### config.mk
export PLATFORM = sky130hd
export DESIGN_NAME = dcache_port_arbiter
export DESIGN_NICKNAME = d
export VERILOG_FILES = /design/src/rtl/dcache_port_arbiter.sv
export SDC_FILE = /design/constraint.sdc
export NUM_CORES = 1
export LEC_CHECK = 0
export BUFFER_PORTS_ARGS = -buffer_cell sky130_fd_sc_hd__buf_4
export CAP_MARGIN = 20
export CORE_AREA = 2 2 121 123
export DETAILED_ROUTE_END_ITERATION = 8
export DIE_AREA = 0 0 123 125
export PLACE_DENSITY = 0.44
export SYNTH_ARGS = -nofsm -noshare
export SYNTH_HDL_FRONTEND = slang
export SYNTH_SLANG_ARGS = --single-unit
### constraint.sdc
create_clock -name clk_i -period 1.4 [get_ports clk_i]
set_input_delay 0 -clock clk_i [delete_from_list [all_inputs] [get_ports clk_i]]
set_output_delay 0 -clock clk_i [all_outputs]
set_load 0.05 [all_outputs]
### src/rtl/dcache_port_arbiter.sv
// dcache_port_arbiter: shares the single D-cache request port between the LSU
// (port 0) and an auxiliary requester (port 1, PTW / debug memory access).
// Keeps one transaction outstanding and routes the response back to its owner.
// Optional build macro: DCACHE_ARB_RR_EN selects round-robin arbitration in
// place of fixed LSU priority with a starvation escape. Port list is the same
// in both builds.

package dcache_arb_pkg;

   localparam logic [1:0] SIZE_BYTE = 2'd0;
   localparam logic [1:0] SIZE_HALF = 2'd1;
   localparam logic [1:0] SIZE_WORD = 2'd2;

   typedef struct packed {
      logic        valid;
      logic        ready;
      logic        we;
      logic [1:0]  size;
      logic [31:0] addr;
      logic [31:0] wdata;
   } dcache_req_t;

   typedef struct packed {
      logic        valid;
      logic        err;
      logic [31:0] rdata;
   } dcache_res_t;

endpackage

module dcache_port_arbiter
   import dcache_arb_pkg::*;
#(
   parameter int unsigned STARVE_LIMIT = 4
) (
   input  logic        clk_i,
   input  logic        rst_ni,
   input  logic        flush_i,
   input  dcache_req_t lsu_req_i,
   output logic        lsu_gnt_o,
   output dcache_res_t lsu_res_o,
   input  dcache_req_t aux_req_i,
   output logic        aux_gnt_o,
   output dcache_res_t aux_res_o,
   output dcache_req_t dcache_req_o,
   input  dcache_res_t dcache_res_i,
   output logic        busy_o
);

   localparam logic [0:0] S_IDLE = 1'b0;
   localparam logic [0:0] S_BUSY = 1'b1;

   localparam logic OWN_LSU = 1'b0;
   localparam logic OWN_AUX = 1'b1;

   logic [0:0] state;
   logic       owner;
   logic       drop;
   logic       issue;
   logic       aux_win;
   logic       deliver;

`ifdef DCACHE_ARB_RR_EN
   logic rr_last;
`else
   localparam int unsigned CW = $clog2(STARVE_LIMIT + 1);
   logic [CW-1:0] starve_cnt;
`endif

   // Winner selection; issue is gated by reset so nothing is granted while the block is held in reset
   always_comb begin
      issue = (state == S_IDLE) && rst_ni;
`ifdef DCACHE_ARB_RR_EN
      aux_win = aux_req_i.valid && (!lsu_req_i.valid || (rr_last == OWN_LSU));
`else
      aux_win = aux_req_i.valid && (!lsu_req_i.valid || (starve_cnt == CW'(STARVE_LIMIT)));
`endif
      lsu_gnt_o = issue && lsu_req_i.valid && !aux_win;
      aux_gnt_o = issue && aux_win;
   end

   // Request mux to the cache: the winner's request goes out in the same cycle it is granted
   always_comb begin
      dcache_req_o = '0;
      if (lsu_gnt_o) begin
         dcache_req_o       = lsu_req_i;
         dcache_req_o.valid = 1'b1;
         dcache_req_o.ready = 1'b1;
      end else if (aux_gnt_o) begin
         dcache_req_o       = aux_req_i;
         dcache_req_o.valid = 1'b1;
         dcache_req_o.ready = 1'b1;
      end
   end

   // Response routing: pass-through to the owner only, suppressed if a flush hit this transaction
   always_comb begin
      deliver   = (state == S_BUSY) && dcache_res_i.valid && !drop && !flush_i;
      lsu_res_o = '0;
      aux_res_o = '0;
      if (deliver && (owner == OWN_LSU)) lsu_res_o = dcache_res_i;
      if (deliver && (owner == OWN_AUX)) aux_res_o = dcache_res_i;
      busy_o    = (state == S_BUSY);
   end

   // Transaction FSM: one request outstanding; a flush while busy only marks the response for dropping
   always_ff @(posedge clk_i or negedge rst_ni) begin
      if (!rst_ni) begin
         state <= S_IDLE;
         owner <= OWN_LSU;
         drop  <= 1'b0;
      end else begin
         case (state)
            S_IDLE: begin
               if (lsu_gnt_o || aux_gnt_o) begin
                  state <= S_BUSY;
                  owner <= aux_gnt_o ? OWN_AUX : OWN_LSU;
                  drop  <= 1'b0;
               end
            end
            default: begin
               if (dcache_res_i.valid) begin
                  state <= S_IDLE;
                  drop  <= 1'b0;
               end else if (flush_i) begin
                  drop  <= 1'b1;
               end
            end
         endcase
      end
   end

`ifdef DCACHE_ARB_RR_EN
   // Remember which port was granted last so a tie goes to the other one
   always_ff @(posedge clk_i or negedge rst_ni) begin
      if (!rst_ni) begin
         rr_last <= OWN_AUX;
      end else if (lsu_gnt_o) begin
         rr_last <= OWN_LSU;
      end else if (aux_gnt_o) begin
         rr_last <= OWN_AUX;
      end
   end
`else
   // Count LSU wins while AUX is waiting; at the limit AUX is forced through
   always_ff @(posedge clk_i or negedge rst_ni) begin
      if (!rst_ni) begin
         starve_cnt <= '0;
      end else if (flush_i && (state == S_IDLE)) begin
         starve_cnt <= '0;
      end else if (!aux_req_i.valid || aux_gnt_o) begin
         starve_cnt <= '0;
      end else if (lsu_gnt_o && (starve_cnt != CW'(STARVE_LIMIT))) begin
         starve_cnt <= starve_cnt + CW'(1);
      end
   end
`endif

endmodule

==> run metrics <==
routed wire length per instance 17.2 µm; Critical Path AT 1.81 ns; crit end category primary output; cell accounting for the most synthesized area a22o_1; Layout Skew 0.00599 ns; Max transition margin 83.5%; cts bufs inserted 3; minimum clock period 1.81 ns; height of the die 125 µm; syn nets 371; CP startpoint starve_cnt[1]; reg-to-reg startpoint busy_o; Max-cap violations 0; first-pass GRT wire length 17800 µm; Synth top area share 37.9%; Initial DRC Count 66; CTS tree done; synthesized instance count 194; Req. time, crit path 1.40 ns; Clock Path Buffers 2; All-Layer GR Usage 14.9%; Max IR drop VDD 0.339 mV; Routed Antenna Nets 0; std cell rows 44; Ports 315; gpl congestion 0.818; design area 0.00655 mm²; critical path peak fanout 26; GR Overflow Total 0; violations in the final reports negative setup slack; Netlist cell types 25; Final Setup Violations 141; Mean Syn Cell Area 7.98 µm²; Sw Ratio 42.6%; largest net degree at the start of global routing 27; DRT Pass-1 Iters 4; initial antenna violation count 0; critical path class reg -> out; Post-layout nets 721; P&R area growth vs syn 323%; Pleak 3.31 nW; Placed Area 0.00506 mm²; sequential cell area fraction in the yosys report 9.69%; combinational share of power 78.3%; clock group share of total power 15.1%; WHS Endpoint drop; total detailed-routing wirelength 12500 µm; clock-pin slew on the worst setup and hold paths 0.04 ns; Ys Warns 0; hold_ws 0.0282 ns; setup_tns -42.37 ns; DRC Markers 0; vias in the first global route 3185; ant diodes 0; Vias 3001; Hold Path Depth 3; synth top area cells a22o_1 (38%), and2_1 (27%), dfrtp_1 (9.7%), buf_6 (7.3%), buf_2 (2.6%); Slew @ Worst Pin 0.247 ns; PortBufs 312; status complete, but fails checks; Post-Syn Area 0.00155 mm²; Worst-Skew Late Latency 0.23 ns; area occupied by multi-input gates 0.00202 mm²; synthesis-stage register bit count 6; Core Area 0.0142 mm²; share of cells above drive strength 1 94.7%; CTS H-tree depth 1; Sequential Area 151 µm²; final hold vios 0; cell count of the worst reg-to-reg path 7; startpoint types register; CTS Sinks 6; reg2reg setup slack -0.15 ns; fmax 551 MHz; clock root cell clkbuf_16; RSZ-0062 raised after global routing yes; Die Width 123 µm; Final Max Slew Viols 0; Fillers 1264; Final WS setup -0.415 ns; Hold Path Origin flush_i; dpl hpwl 9380 µm; Psw 1.40 mW; internal power 1.88 mW; Sequential Power Share 6.6%; RR Endpoint starve_cnt[1]; starting density of the core 10.9%; Tcrit/Tclk final 130%; Worst Hold Class in -> reg; vias per cell 4.13; power per cell area 501 mW/mm²; Die Area 0.0154 mm²
==> per-stage QoR <==
| stage | cells | power (mW) | util [%] | setup WS (ns) |
|---|---|---|---|---|
| 2_1_floorplan | 194 | 1.46 | - | -0.197 |
| 3_3_place_gp | 698 | 2.30 | 35.6 | -0.164 |
| 3_5_place_dp | 698 | 2.31 | 35.6 | -0.188 |
| 4_1_cts | 726 | 3.18 | 44.2 | -0.422 |
| 5_1_grt | 727 | 3.41 | 46.1 | -0.489 |
| 6_report | 727 | 3.28 | 46.1 | -0.415 |
==> state kept, by name, indices dropped and copies added (netlist names) <==
name,flops
busy_o,1
drop,1
owner,1
starve_cnt,3
==> critical path, cell delays in order (launching register included) <==
cell and delay (ns):
dfrtp_1 0.37, inv_1 0.06, ha_2 0.17, a21bo_1 0.12, and4_4 0.31, buf_12 0.22
a22o_4 0.18, buf_8 0.14
==> final cells by class <==
class                   count  area share (%)
multi-input cells         161            30.8
clock buffers               4            1.20
flip-flops and latches      6            2.31
well taps                 184            3.52
repair buffers            367            61.9
inverters                   5           0.287
==> power by group through the flow <==
| stage | Combinational (mW) | Clock [mW] | Sequential, mW |
|---|---|---|---|
| 3_5_place_dp | 2.09 | 0 | 0.222 |
| 2_1_floorplan | 1.23 | 0 | 0.231 |
| 6_report | 2.57 | 0.494 | 0.217 |
| 4_1_cts | 2.46 | 0.503 | 0.217 |
| 3_3_place_gp | 2.08 | 0 | 0.221 |
| 5_1_grt | 2.67 | 0.515 | 0.220 |
==> per-layer routing <==
| metal | routed length [µm] | GRT usage [%] | vias to the layer above |
|---|---|---|---|
| met5 | 0 | 0 | - |
| met4 | 193 | 2.81 | 0 |
| met3 | 948 | 2.05 | 15 |
| met2 | 7060 | 30.1 | 166 |
| met1 | 4280 | 15.9 | 1408 |
| li1 | - | - | 1412 |
==> cell families (layout without fill, tap and decap cells) <==
family	count (synthesis)	count (layout)	share of synthesized area, %
buffers and inverters	27	376	12.5
adders and majority gates	2	2	1.62
xor gates and xnor gates	1	1	0.566
DFF	6	6	9.69
AOI/OAI and AO/OA	76	76	41.8
and+or+nand+nor	82	82	33.8
==> placed cells by master (no fill, tap or decap), types with 2 or more instances in the layout <==
cell type	instances
buf_12	13
nand3b_1	3
inv_1	5
o21ai_0	2
dlygate4sd3_1	3
clkbuf_16	5
or3_4	2
a22o_4	67
and2_4	66
buf_4	195
buf_8	132
dfrtp_1	5
a21oi_2	2
nand2_1	3
buf_6	21
==> worst max-delay path by stage <==
stage / endpoint / slack [ns] / cells after the start
2_1_floorplan: aux_res_o[10] / -0.20 / 4
3_3_place_gp: dcache_req_o[14] / -0.16 / 7
3_5_place_dp: dcache_req_o[18] / -0.19 / 7
4_1_cts: dcache_req_o[62] / -0.42 / 7
5_1_grt: dcache_req_o[33] / -0.49 / 7
6_report: dcache_req_o[33] / -0.41 / 7
==> what timing repair did <==
item                                    4_1_cts  5_1_grt
hold buffers                                  2        1
resized for setup                           225       90
hold endpoints to repair                      7        2
gates cloned                                  7        2
pin swaps                                    44       21
endpoints found under the setup margin      143      144
setup buffers                                17        6
==> synthesized netlist by cell type, drive strengths merged <==
library cell / instances
a21bo: 1
a21o: 1
a21oi: 2
a22o: 67
a31oi: 1
and2: 66
and4: 1
buf: 20
clkbuf: 2
dfrtp: 6
ha: 2
inv: 5
nand2: 3
nand2b: 1
nand3b: 3
nor2: 2
nor2b: 1
nor3: 2
nor3b: 1
o21ai: 3
o22ai: 1
or3: 2
xor2: 1
No activity file was read; power rests on OpenSTA's default activity.
